### config.mk
export PLATFORM = sky130hd
export DESIGN_NAME = sobel_stream_ctrl_flat
export DESIGN_NICKNAME = d
export VERILOG_FILES = /design/src/rtl/sobel_stream_ctrl_if.sv /design/src/rtl/sobel_stream_ctrl.sv /design/src/flat_wrapper.sv
export SDC_FILE = /design/constraint.sdc
export NUM_CORES = 1
export LEC_CHECK = 0
export CAP_MARGIN = 20
export CELL_PAD_IN_SITES_DETAIL_PLACEMENT = 1
export CELL_PAD_IN_SITES_GLOBAL_PLACEMENT = 1
export CORE_UTILIZATION = 49
export CTS_CLUSTER_DIAMETER = 30
export DETAILED_ROUTE_END_ITERATION = 16
export PLACE_DENSITY_LB_ADDON = 0.1
export SETUP_SLACK_MARGIN = 0.05
export SLEW_MARGIN = 0
export SYNTH_ARGS = -nofsm -noshare
export SYNTH_HDL_FRONTEND = slang
export SYNTH_SLANG_ARGS = --single-unit
export TNS_END_PERCENT = 10
### constraint.sdc
create_clock -name clk -period 4.7 [get_ports clk]
set_input_delay 0.94 -clock clk [delete_from_list [all_inputs] [get_ports clk]]
set_output_delay 0.94 -clock clk [all_outputs]
set_load 0.01 [all_outputs]
### src/rtl/sobel_stream_ctrl_if.sv
// sobel_stream_ctrl_if
//   Handshake and status bundle between a pixel source / Sobel datapath and
//   the sobel_stream_ctrl frame sequencer.
//   Optional build macro: SOBEL_CTRL_OVF_EN (adds drop_err / drop_cnt).
//
//   input_data_valid  source -> ctrl   pixel present this cycle
//   in_ready          ctrl -> source   input accepted this cycle
//   pipe_en, flush    ctrl -> datapath advance strobe / inject-zero strobe
//   out_valid, out_col, out_row, border, eol, eof
//                     ctrl -> datapath registered output pixel tags
//   frame_done, busy  ctrl -> system   frame status
//   drop_err, drop_cnt (SOBEL_CTRL_OVF_EN only) dropped-input monitor
//
//   master: the pixel source / datapath side; slave: the controller.

interface sobel_stream_ctrl_if #(
  parameter int CNT_W = 12
) ();
  logic             input_data_valid;
  logic             in_ready;
  logic             pipe_en;
  logic             flush;
  logic             out_valid;
  logic [CNT_W-1:0] out_col;
  logic [CNT_W-1:0] out_row;
  logic             border;
  logic             eol;
  logic             eof;
  logic             frame_done;
  logic             busy;
`ifdef SOBEL_CTRL_OVF_EN
  logic             drop_err;
  logic [15:0]      drop_cnt;
`endif

  modport master (
    output input_data_valid,
    input  in_ready, pipe_en, flush, out_valid, out_col, out_row,
           border, eol, eof, frame_done, busy
`ifdef SOBEL_CTRL_OVF_EN
    , input drop_err, drop_cnt
`endif
  );

  modport slave (
    input  input_data_valid,
    output in_ready, pipe_en, flush, out_valid, out_col, out_row,
           border, eol, eof, frame_done, busy
`ifdef SOBEL_CTRL_OVF_EN
    , output drop_err, drop_cnt
`endif
  );
endinterface

### src/rtl/sobel_stream_ctrl.sv
// sobel_stream_ctrl
//   Frame sequencer for the Sobel 3x3 filter datapath. Counts accepted input
//   pixels in raster order, issues the datapath advance strobe (pipe_en),
//   tracks the output raster position (lagging input by one line plus one
//   pixel), tags border pixels, and after the last input pixel generates
//   flush strobes so each frame yields exactly IMAGE_WIDTH*IMAGE_HEIGHT
//   outputs.
//   Optional build macro: SOBEL_CTRL_OVF_EN (sticky drop_err and saturating
//   16-bit drop_cnt for inputs offered while in_ready=0).
//
// Ports
//   clk     system clock, rising edge
//   resetn  asynchronous reset, ACTIVE-HIGH despite the name (1 = in reset)
//   bus     sobel_stream_ctrl_if.slave; see interface file for signal list

module sobel_stream_ctrl #(
  parameter int IMAGE_WIDTH  = 640,
  parameter int IMAGE_HEIGHT = 480,
  parameter int CNT_W        = 12
) (
  input  logic                 clk,
  input  logic                 resetn,
  sobel_stream_ctrl_if.slave   bus
);

  localparam logic [CNT_W-1:0] LAST_COL   = CNT_W'(IMAGE_WIDTH - 1);
  localparam logic [CNT_W-1:0] LAST_ROW   = CNT_W'(IMAGE_HEIGHT - 1);
  // LAG-1 where LAG = IMAGE_WIDTH+1
  localparam logic [CNT_W-1:0] FLUSH_LAST = CNT_W'(IMAGE_WIDTH);
  localparam logic [CNT_W-1:0] ONE        = CNT_W'(1);

  typedef enum logic [2:0] {
    S_IDLE,
    S_FILL,
    S_STREAM,
    S_FLUSH,
    S_DONE
  } state_t;

  state_t           state_q, state_d;
  logic [CNT_W-1:0] in_col_q, in_col_d;
  logic [CNT_W-1:0] in_row_q, in_row_d;
  logic [CNT_W-1:0] oc_q, oc_d;        // next output column
  logic [CNT_W-1:0] or_q, or_d;        // next output row
  logic [CNT_W-1:0] flush_cnt_q, flush_cnt_d;

  logic             out_valid_q, out_valid_d;
  logic [CNT_W-1:0] out_col_q, out_col_d;
  logic [CNT_W-1:0] out_row_q, out_row_d;
  logic             border_q, border_d;
  logic             eol_q, eol_d;
  logic             eof_q, eof_d;
  logic             frame_done_q, frame_done_d;

  logic in_ready;
  logic accept;
  logic in_flush;
  logic pipe_en;
  logic produce;

  // Handshake and strobes
  always_comb begin
    in_ready = !resetn && (state_q == S_IDLE || state_q == S_FILL ||
                           state_q == S_STREAM);
    accept   = bus.input_data_valid && in_ready;
    in_flush = (state_q == S_FLUSH);
    pipe_en  = in_flush ? !resetn : accept;
    // Only STREAM/FLUSH advances produce an output pixel one clock later
    produce  = pipe_en && (state_q == S_STREAM || in_flush);
  end

  // Next-state, counters and registered output tags
  always_comb begin
    state_d      = state_q;
    in_col_d     = in_col_q;
    in_row_d     = in_row_q;
    oc_d         = oc_q;
    or_d         = or_q;
    flush_cnt_d  = flush_cnt_q;
    out_valid_d  = produce;
    out_col_d    = out_col_q;
    out_row_d    = out_row_q;
    border_d     = 1'b0;
    eol_d        = 1'b0;
    eof_d        = 1'b0;
    frame_done_d = (state_q == S_DONE);

    if (accept) begin
      if (in_col_q == LAST_COL) begin
        in_col_d = '0;
        in_row_d = in_row_q + ONE;
      end else begin
        in_col_d = in_col_q + ONE;
      end
    end

    if (produce) begin
      out_col_d = oc_q;
      out_row_d = or_q;
      border_d  = (or_q == '0) || (or_q == LAST_ROW) ||
                  (oc_q == '0) || (oc_q == LAST_COL);
      eol_d     = (oc_q == LAST_COL);
      eof_d     = (oc_q == LAST_COL) && (or_q == LAST_ROW);
      if (oc_q == LAST_COL) begin
        oc_d = '0;
        or_d = or_q + ONE;
      end else begin
        oc_d = oc_q + ONE;
      end
    end

    unique case (state_q)
      S_IDLE: begin
        // Pixel index 0 can never be index LAG-1 because IMAGE_WIDTH >= 2
        if (accept) state_d = S_FILL;
      end
      S_FILL: begin
        // Pixel index LAG-1 = IMAGE_WIDTH sits at row 1, column 0
        if (accept && in_row_q == ONE && in_col_q == '0) state_d = S_STREAM;
      end
      S_STREAM: begin
        if (accept && in_row_q == LAST_ROW && in_col_q == LAST_COL) begin
          state_d     = S_FLUSH;
          flush_cnt_d = '0;
        end
      end
      S_FLUSH: begin
        flush_cnt_d = flush_cnt_q + ONE;
        if (flush_cnt_q == FLUSH_LAST) state_d = S_DONE;
      end
      S_DONE: begin
        state_d     = S_IDLE;
        in_col_d    = '0;
        in_row_d    = '0;
        oc_d        = '0;
        or_d        = '0;
        flush_cnt_d = '0;
      end
      default: state_d = S_IDLE;
    endcase
  end

  always_ff @(posedge clk or posedge resetn) begin
    if (resetn) begin
      state_q      <= S_IDLE;
      in_col_q     <= '0;
      in_row_q     <= '0;
      oc_q         <= '0;
      or_q         <= '0;
      flush_cnt_q  <= '0;
      out_valid_q  <= 1'b0;
      out_col_q    <= '0;
      out_row_q    <= '0;
      border_q     <= 1'b0;
      eol_q        <= 1'b0;
      eof_q        <= 1'b0;
      frame_done_q <= 1'b0;
    end else begin
      state_q      <= state_d;
      in_col_q     <= in_col_d;
      in_row_q     <= in_row_d;
      oc_q         <= oc_d;
      or_q         <= or_d;
      flush_cnt_q  <= flush_cnt_d;
      out_valid_q  <= out_valid_d;
      out_col_q    <= out_col_d;
      out_row_q    <= out_row_d;
      border_q     <= border_d;
      eol_q        <= eol_d;
      eof_q        <= eof_d;
      frame_done_q <= frame_done_d;
    end
  end

`ifdef SOBEL_CTRL_OVF_EN
  logic        drop;
  logic        drop_err_q, drop_err_d;
  logic [15:0] drop_cnt_q, drop_cnt_d;

  always_comb begin
    drop       = bus.input_data_valid && !in_ready && !resetn;
    drop_err_d = drop_err_q || drop;
    drop_cnt_d = drop_cnt_q;
    if (drop && drop_cnt_q != '1) drop_cnt_d = drop_cnt_q + 16'd1;
  end

  always_ff @(posedge clk or posedge resetn) begin
    if (resetn) begin
      drop_err_q <= 1'b0;
      drop_cnt_q <= '0;
    end else begin
      drop_err_q <= drop_err_d;
      drop_cnt_q <= drop_cnt_d;
    end
  end

  assign bus.drop_err = drop_err_q;
  assign bus.drop_cnt = drop_cnt_q;
`endif

  assign bus.in_ready   = in_ready;
  assign bus.pipe_en    = pipe_en;
  assign bus.flush      = pipe_en && in_flush;
  assign bus.out_valid  = out_valid_q;
  assign bus.out_col    = out_col_q;
  assign bus.out_row    = out_row_q;
  assign bus.border     = border_q;
  assign bus.eol        = eol_q;
  assign bus.eof        = eof_q;
  assign bus.frame_done = frame_done_q;
  assign bus.busy       = (state_q != S_IDLE);

endmodule

### src/flat_wrapper.sv
// flat-port wrapper written by rule: the top's interface ports become plain ports
module sobel_stream_ctrl_flat 
#(
  parameter int IMAGE_WIDTH  = 640,
  parameter int IMAGE_HEIGHT = 480,
  parameter int CNT_W        = 12
)
  (clk, resetn, bus_input_data_valid, bus_in_ready, bus_pipe_en, bus_flush, bus_out_valid, bus_out_col, bus_out_row, bus_border, bus_eol, bus_eof, bus_frame_done, bus_busy);
  sobel_stream_ctrl_if #(.CNT_W(CNT_W)) bus_i ();
  input  logic clk;
  input  logic resetn;
  input wire logic [$bits(bus_i.input_data_valid)-1:0] bus_input_data_valid;
  output wire logic [$bits(bus_i.in_ready)-1:0] bus_in_ready;
  output wire logic [$bits(bus_i.pipe_en)-1:0] bus_pipe_en;
  output wire logic [$bits(bus_i.flush)-1:0] bus_flush;
  output wire logic [$bits(bus_i.out_valid)-1:0] bus_out_valid;
  output wire logic [$bits(bus_i.out_col)-1:0] bus_out_col;
  output wire logic [$bits(bus_i.out_row)-1:0] bus_out_row;
  output wire logic [$bits(bus_i.border)-1:0] bus_border;
  output wire logic [$bits(bus_i.eol)-1:0] bus_eol;
  output wire logic [$bits(bus_i.eof)-1:0] bus_eof;
  output wire logic [$bits(bus_i.frame_done)-1:0] bus_frame_done;
  output wire logic [$bits(bus_i.busy)-1:0] bus_busy;
  assign bus_i.input_data_valid = bus_input_data_valid;
  assign bus_in_ready = bus_i.in_ready;
  assign bus_pipe_en = bus_i.pipe_en;
  assign bus_flush = bus_i.flush;
  assign bus_out_valid = bus_i.out_valid;
  assign bus_out_col = bus_i.out_col;
  assign bus_out_row = bus_i.out_row;
  assign bus_border = bus_i.border;
  assign bus_eol = bus_i.eol;
  assign bus_eof = bus_i.eof;
  assign bus_frame_done = bus_i.frame_done;
  assign bus_busy = bus_i.busy;
  sobel_stream_ctrl #(.IMAGE_WIDTH(IMAGE_WIDTH), .IMAGE_HEIGHT(IMAGE_HEIGHT), .CNT_W(CNT_W)) u_core (.clk(clk), .resetn(resetn), .bus(bus_i));
endmodule
==> results of run 1 <==
-- critical path, cell delays in order --
cell	delay (ns)
sky130_fd_sc_hd__clkdlybuf4s50_1	0.46
sky130_fd_sc_hd__buf_4	0.15
sky130_fd_sc_hd__and2b_2	0.23
sky130_fd_sc_hd__nand2_1	0.20
sky130_fd_sc_hd__o21ai_0	0.16
sky130_fd_sc_hd__clkdlybuf4s50_1	0.51
-- cell families (layout without fill, tap and decap cells) --
group | Yosys count | after routing | synth area share
XOR/XNOR | 28 | 28 | 0.0516
flip-flops | 92 | 92 | 0.484
AND/OR/NAND/NOR | 281 | 281 | 0.299
buffers and inverters | 44 | 79 | 0.0390
adder cells (fa/ha/maj) | 10 | 10 | 0.0263
AO/OA/AOI/OAI | 68 | 68 | 0.0887
multiplexers | 5 | 5 | 0.0108
-- layout by cell type (no fill, tap or decap), types with 3 or more instances in the layout --
cell type                         instances
sky130_fd_sc_hd__or4_1                    7
sky130_fd_sc_hd__xnor2_1                 15
sky130_fd_sc_hd__nand2b_1                 3
sky130_fd_sc_hd__inv_1                   19
sky130_fd_sc_hd__buf_4                    6
sky130_fd_sc_hd__o31ai_1                  4
sky130_fd_sc_hd__clkbuf_8                 9
sky130_fd_sc_hd__nor2_1                  51
sky130_fd_sc_hd__a31oi_1                  6
sky130_fd_sc_hd__nor4_1                  10
sky130_fd_sc_hd__a21o_1                   6
sky130_fd_sc_hd__ha_1                    10
sky130_fd_sc_hd__or3_1                    6
sky130_fd_sc_hd__nand2_1                105
sky130_fd_sc_hd__and3_1                  10
sky130_fd_sc_hd__o21ai_0                 24
sky130_fd_sc_hd__nor4_2                   6
sky130_fd_sc_hd__dfrtp_1                 92
sky130_fd_sc_hd__o22ai_1                  3
sky130_fd_sc_hd__xor2_1                  13
sky130_fd_sc_hd__mux2i_1                  4
sky130_fd_sc_hd__clkdlybuf4s50_1         35
sky130_fd_sc_hd__nand3_1                 34
sky130_fd_sc_hd__nand4_1                 10
sky130_fd_sc_hd__a21oi_1                 14
sky130_fd_sc_hd__nor3_1                  15
-- metal layers --
metal	global-route usage	up-vias	wire length, um	part of all wire
li1	-	1887	-	-
met1	0.328	2006	5470	0.45
met2	0.455	69	6300	0.51
met3	0.0354	20	311	0.025
met4	0.101	0	169	0.014
met5	0	-	0	0
-- registers in the layout, indices dropped and copies added, names as in the netlist --
register	flops
u_core.in_col_q	12
u_core.bus.out_valid	1
u_core.bus.eol	1
u_core.bus.out_col	12
u_core.oc_q	12
u_core.bus.frame_done	1
u_core.or_q	12
u_core.flush_cnt_q	12
u_core.bus.border	1
u_core.bus.eof	1
u_core.bus.out_row	12
u_core.in_row_q	12
u_core.state_q	3
-- layout make-up --
type / count / area, sq um
flip-flops and latches: 92 / 2300
well taps: 129 / 161
clock buffers: 10 / 128
multi-input cells: 392 / 2270
fillers: 1113 / 3900
repair buffers: 41 / 395
inverters: 22 / 83.8
clock inverters: 6 / 95.1
-- worst max-delay path by stage --
stage,endpoint,depth (start not counted),start
4_1_cts,bus_pipe_en,6,resetn
3_5_place_dp,bus_pipe_en,6,resetn
3_3_place_gp,bus_pipe_en,6,resetn
5_1_grt,bus_pipe_en,6,resetn
6_report,bus_pipe_en,6,resetn
2_1_floorplan,u_core.bus.border,1,resetn
-- power by group --
| part | total (mW) | leakage [nW] | switching, mW | internal, mW |
|---|---|---|---|---|
| combinational | 0.115 | 1.16 | 0.0692 | 0.0454 |
| sequential | 0.863 | 1.21 | 0.0454 | 0.817 |
| clock | 0.611 | 0.105 | 0.306 | 0.306 |
==> flow_results.org, run 1 <==
** Outcome
- Run status :: complete, no violations

** Synthesis
- Post-synth EDFFs :: 0
- Synthesis produced a netlist whose cell count is 528.
- Counting every net in the synthesized netlist gives 541.
- Cell with the most instances after synthesis :: sky130_fd_sc_hd__nand2_1
- Mapped cell area :: 4750 sq um
- The synthesized design spends more area on one cell type than any other, namely sky130_fd_sc_hd__dfrtp_1.
- Area share of the leading cell type in the synthesized netlist :: 0.484
- Averaged over all synthesized cells, the footprint is 9.00 sq um.
- The number of different library cells used by synthesis comes to 55.
- Yosys warning count :: 0
- After synthesis, the cell types taking the most area are sky130_fd_sc_hd__dfrtp_1 48%, sky130_fd_sc_hd__nand2_1 8.3%, sky130_fd_sc_hd__nor2_1 4.0%.
- Proportion of synthesized chip area in sequential cells :: 0.484
- Most frequent cells after synthesis :: 105 x sky130_fd_sc_hd__nand2_1, 92 x sky130_fd_sc_hd__dfrtp_1, 51 x sky130_fd_sc_hd__nor2_1
- In the synthesized netlist the async set-or-reset flop fraction comes to 1.00.
- For this run, the leading register cell type out of synthesis is sky130_fd_sc_hd__dfrtp_1.
- After synthesis the netlist holds a flip-flop and latch count of 92.

** Timing
- Setup repair after global routing left no endpoint under its margin.
- Maximum clock skew at final layout :: 0.0144 ns
- Pin slew with the least headroom to its limit :: 0.946 ns
- Smallest hold slack :: 0.484 ns
- The smallest clock period supported by the final layout is computed as 3.60 ns.
- Setup violations remaining at the end of the flow were counted as 0.
- Setup slack of the critical path after layout :: 1.10 ns
- The hold violation total from the final report came to 0.
- Total negative slack :: 0 ns
- Max Transition Viols Final :: 0
- Timing would allow up to 278 MHz.
- Final cycle utilization of the critical path :: 0.766
- Normalized max-slew margin :: 0.367

** Routing
- For this block, the routed nets add up to 12200 um of wire.
- Number of detailed-routing iterations run before antenna repair :: 4
- The routed layout has 3982 vias.
- After detailed routing, the number of remaining DRC violations is 0.
- In this run, the number of DRC markers left after iteration 0 of detailed routing was 109.
- After detailed routing, the number of vias per cell comes to 5.75.
- Once detail routing completed, the nets flagged for antenna violations numbered 0.
- After detailed routing, the average wire length per cell comes to 17.7 um.

** Worst setup path
- Worst r2r path cells :: 6
- STA classifies the critical path endpoint as an output port.
- Largest driver fanout on the critical path :: 8
- The worst register-to-register path ends at u_core.in_col_q[7].
- Reg2reg start :: u_core.state_q[0]
- The worst setup path is launched from a primary input.
- Critical Path RT :: 3.76 ns
- Data on the critical path arrives at its endpoint at 2.66 ns.
- Reg-to-reg slack, setup :: 1.75 ns
- The worst setup path is of the in2out kind.

** Layout
- The repair_antennas step left the layout with diodes totalling 0.
- Final core utilization :: 0.582
- Number of nets in the finished design :: 571
- From synthesis to final layout, the design area changed by 14.3%.
- In the final layout, the share of cells above drive strength 1 is 0.0782.
- Summing all non-filler instances in the final layout gives an area of 5430 sq um.
- Leaving out filler cells and counting taps, the final layout contains 692.

** Min path
- Cells on Worst Hold Path :: 2
- The min-delay analysis places its worst path in the category reg2reg.
- Origin of the worst min-delay path :: u_core.bus.out_row[8]
- For hold timing, the worst endpoint is u_core.bus.out_row[8].

** Placement
- HPWL reported at the end of detailed placement :: 8430 um
- The number of placed instances, taps included, is 676.
- Prior to clock tree synthesis, the placed netlist has a worst setup slack of 1.12 ns.
- Placed cell areas :: 5210 sq um
- The congestion estimate from routability-driven global placement came to 0.845.
- In this run the tool buffered the top-level ports with 35 buffer cells.

** CTS
- Hold-fix buffer count after cts :: 0
- Counting every sink on the clock net gives 92.
- CTS tree :: built
- TritonCTS created 9 clock buffers.
- Cts repair resizes :: 0
- Setup fix buffers added after clock tree synthesis :: 0
- After clock tree synthesis, the clock-pin slew on the worst setup and hold paths is 0.10 ns.
- The H-tree was split into 3 levels.
- The tree is rooted in a sky130_fd_sc_hd__clkbuf_8.
- In this run the deepest clock path goes through 2 buffers.
- At the later pin of the worst-skew pair, clock insertion delay measures 0.36 ns.

** Global route
- Pin count of the biggest net entering global routing :: 54
- Global routing usage summed across all routing layers :: 0.261
- The number of antenna violations at the first check in global routing was 0.
- Grt ovf :: 0
- The number of global-route vias before repair was 4202.
- Global-route wire length before repair :: 20700 um

** Pwr
- Total design power :: 1.59 mW
- P per Cell Area :: 292 nW/um^2
- For this design the static power due to leakage is 2.47 nW.
- Peak supply drop :: 0.139 mV

** Floorplanning
- The die is 100 um tall.
- Area of the die :: 10100 sq um
- Initial standard-cell utilization of the core :: 0.510
- Row generation in the floorplan step produced 35 rows.
- The region available for standard cell placement spans 9330 sq um.
- The floorplan step set the die width to 100 um.
- During I/O placement, the number of pins put on the boundary was 36.

** Run
- Max-cap violations in this run came to 0.
No activity file was read; power rests on OpenSTA's default activity.
==> run 2, diff against run 1 <==
--- a/config.mk
+++ b/config.mk
@@ -8,7 +8,7 @@
 export CAP_MARGIN = 20
 export CELL_PAD_IN_SITES_DETAIL_PLACEMENT = 1
 export CELL_PAD_IN_SITES_GLOBAL_PLACEMENT = 1
-export CORE_UTILIZATION = 49
+export CORE_UTILIZATION = 41
 export CTS_CLUSTER_DIAMETER = 30
 export DETAILED_ROUTE_END_ITERATION = 16
 export PLACE_DENSITY_LB_ADDON = 0.1
==> constraint.sdc (replaced) <==
create_clock -name clk -period 3.2 [get_ports clk]
set_input_delay 0.64 -clock clk [delete_from_list [all_inputs] [get_ports clk]]
set_output_delay 0.64 -clock clk [all_outputs]
set_load 0.01 [all_outputs]
==> run 2 against run 1 <==
  * Sequential power up 47%
  * Final cell count up 2.2%
  * Die area up 19%
  * Sequential share of layout area down 0.84 points
  * Critical endpoint unchanged
  * Combinational power up 55%
  * Hold slack worse by 0.0078 ns
  * Critical path depth down 1
  * Largest power group unchanged
  * Design area up 2.0%
  * Register-to-register slack worse by 1.1 ns
==> flow_results.org, run 2 (same netlist as run 1, synthesis figures left out) <==
** Min path
- Along the worst hold path, the cell count comes to 2.
- Origin of the worst min-delay path :: u_core.bus.out_row[9]
- Path class of the lowest-slack min-delay path :: reg2reg
- Worst hold path endpoint :: u_core.bus.out_row[9]

** Timing
- The clock arrives with 0.00567 ns of skew.
- The hold violation total from the final report is 0.
- Smallest hold slack :: 0.477 ns
- In the finished design, the share of the clock period the worst path needs comes to 0.884.
- Pin slew with the least headroom to its limit :: 0.657 ns
- Timing would allow up to 354 MHz.
- Max Transition Viols Final :: 0
- Setup repair after global routing left no endpoint under its margin.
- The worst path in the final design needs a cycle of 2.83 ns, including I/O delays and setup.
- Total negative slack :: 0 ns
- Setup violations remaining at the end of the flow were counted as 0.
- Setup slack of the critical path after layout :: 0.372 ns
- Normalized max-slew margin :: 0.559

** Worst setup path
- Critical Path Start :: resetn
- In this run the worst path has a maximum fanout of 8.
- Reg-to-reg slack, setup :: 0.70 ns
- Reg2reg start :: u_core.oc_q[7]
- STA classifies the critical path startpoint as a primary input.
- Data on the critical path is required at its endpoint by 2.56 ns.
- Measured in cells, the most critical reg-to-reg path has a length of 5.
- The setup path with the least slack is of type in2out.
- Nature of the critical path endpoint :: output port
- At the worst endpoint, the arrival time is 2.19 ns.
- The endpoint identified for the worst register-to-register timing path is u_core.or_q[9].

** Global route
- Antenna violations before repair :: 0
- The number of global-route vias before repair was 4078.
- Grt ovf :: 0
- Entering global routing, the biggest net connects 43 pins.
- The first global-routing pass estimated 20900 um of wire.
- Global routing usage summed across all routing layers :: 0.230

** CTS
- Number of buffers inserted during clock tree synthesis :: 9
- CTS clk-pin slew, worst paths :: 0.06 ns
- TritonCTS built the clock tree.
- Once the clock tree was built, the resizer swapped 0 gates to a different size.
- Setup fix buffers added after clock tree synthesis :: 0
- Hold-fix buffer count after cts :: 0
- TritonCTS sink count :: 92
- The clock passes through at most 2 buffers.
- The H-tree was split into 3 levels.
- Clock tree root driver cell :: sky130_fd_sc_hd__clkbuf_16
- The clock reaches the later pin of the worst-skew pair after 0.35 ns.

** Placement
- In this run the tool buffered the top-level ports with 35 buffer cells.
- The congestion estimate from routability-driven global placement came to 0.768.
- Detailed placement finished with a half-perimeter wire length of 8700 um.
- Including well taps, the total number of placed cells is 692.
- After detailed placement, the total cell area comes to 5270 sq um.
- Worst slack, placed :: 0.382 ns

** Layout
- At the end of the flow, the number of nets in the layout was 576.
- Final standard cell count with taps included and fillers excluded :: 707
- Area of all placed cells without fillers :: 5540 sq um
- The layout has 1318 filler cells.
- Relative to the synthesized area, the layout overhead comes to 16.6%.
- In the final layout, the share of cells above drive strength 1 is 0.0847.
- Count of antenna diodes in the layout :: 0
- Most common cell after layout, fill and taps aside :: sky130_fd_sc_hd__nand2_1
- Commonest non-fill, non-tap cells in the layout :: 105 x sky130_fd_sc_hd__nand2_1, 92 x sky130_fd_sc_hd__dfrtp_1, 51 x sky130_fd_sc_hd__nor2_1, 35 x sky130_fd_sc_hd__clkdlybuf4s50_1, 34 x sky130_fd_sc_hd__nand3_1

** Routing
- For this block, the initial DRC count from the detailed router was 119.
- Total length of routed wires :: 12600 um
- In the routed design, unresolved DRC markers number 0.
- For this block, the via count after detailed routing is 3976.
- Number of detailed-routing iterations run before antenna repair :: 4
- In the final routed layout, each cell accounts on average for 17.8 um.
- Remaining antenna violation count :: 0
- Dividing the detail-routed via count by the number of cells gives 5.62.

** Floorplanning
- The die covers 12000 sq um.
- Core Rows :: 38
- In this run the standard cell core region covers 11100 sq um.
- Initial standard-cell utilization of the core :: 0.429
- Horizontal extent of the die :: 110 um
- Number of top-level pins :: 36
- The die is 110 um tall.

** Pwr
- Peak supply drop :: 0.234 mV
- Static Leak :: 2.53 nW
- P per Cell Area :: 441 nW/um^2

** Outcome
- The run finished with clean final reports.

** Run
- Maxcap violations :: 0
run 2: power breakdown:
group          switching, mW  internal, mW  leakage, nW
Clock                  0.457         0.543        0.131
Combinational          0.107        0.0711         1.19
Sequential            0.0648          1.20         1.21
run 2: final cells by class:
cell class | count | area [sq um] | area share
repair buffers | 46 | 445 | 0.0804
inverters | 22 | 83.8 | 0.0151
clock buffers | 11 | 243 | 0.0438
flip-flops and latches | 92 | 2300 | 0.415
clock inverters | 4 | 26.3 | 0.00474
well taps | 140 | 175 | 0.0316
multi-input cells | 392 | 2270 | 0.409
run 2: worst max-delay path by stage:
stage | to
final | bus_pipe_en
after floorplan | u_core.bus.border
after global routing | bus_pipe_en
after global placement | bus_pipe_en
after detailed placement | bus_pipe_en
after CTS | bus_pipe_en
run 2: metal layers:
metal | global-route usage | vias up | wire [um]
li1 | - | 1894 | -
met1 | 0.288 | 2023 | 5680
met2 | 0.399 | 46 | 6380
met3 | 0.0308 | 13 | 254
met4 | 0.0914 | 0 | 233
met5 | 0 | - | 0
run 2: stage by stage:
step	power [mW]	utilization
floorplan	1.39	-
global route	2.54	0.500
global placement	1.46	0.476
detailed placement	1.47	0.476
finish	2.44	0.500
CTS	2.48	0.500
run 2: critical path, cell delays in order:
cell	delay, ns
sky130_fd_sc_hd__clkdlybuf4s50_1	0.63
sky130_fd_sc_hd__and2b_2	0.27
sky130_fd_sc_hd__nand2_1	0.07
sky130_fd_sc_hd__o21ai_0	0.08
sky130_fd_sc_hd__clkdlybuf4s50_1	0.49
==> run 3, diff against run 2 <==
--- a/config.mk
+++ b/config.mk
@@ -13,7 +13,6 @@
 export DETAILED_ROUTE_END_ITERATION = 16
 export PLACE_DENSITY_LB_ADDON = 0.1
 export SETUP_SLACK_MARGIN = 0.05
-export SLEW_MARGIN = 0
 export SYNTH_ARGS = -nofsm -noshare
 export SYNTH_HDL_FRONTEND = slang
 export SYNTH_SLANG_ARGS = --single-unit
==> results of run 3 <==
The final DEF is identical to that of run 2; final timing and power are the same.
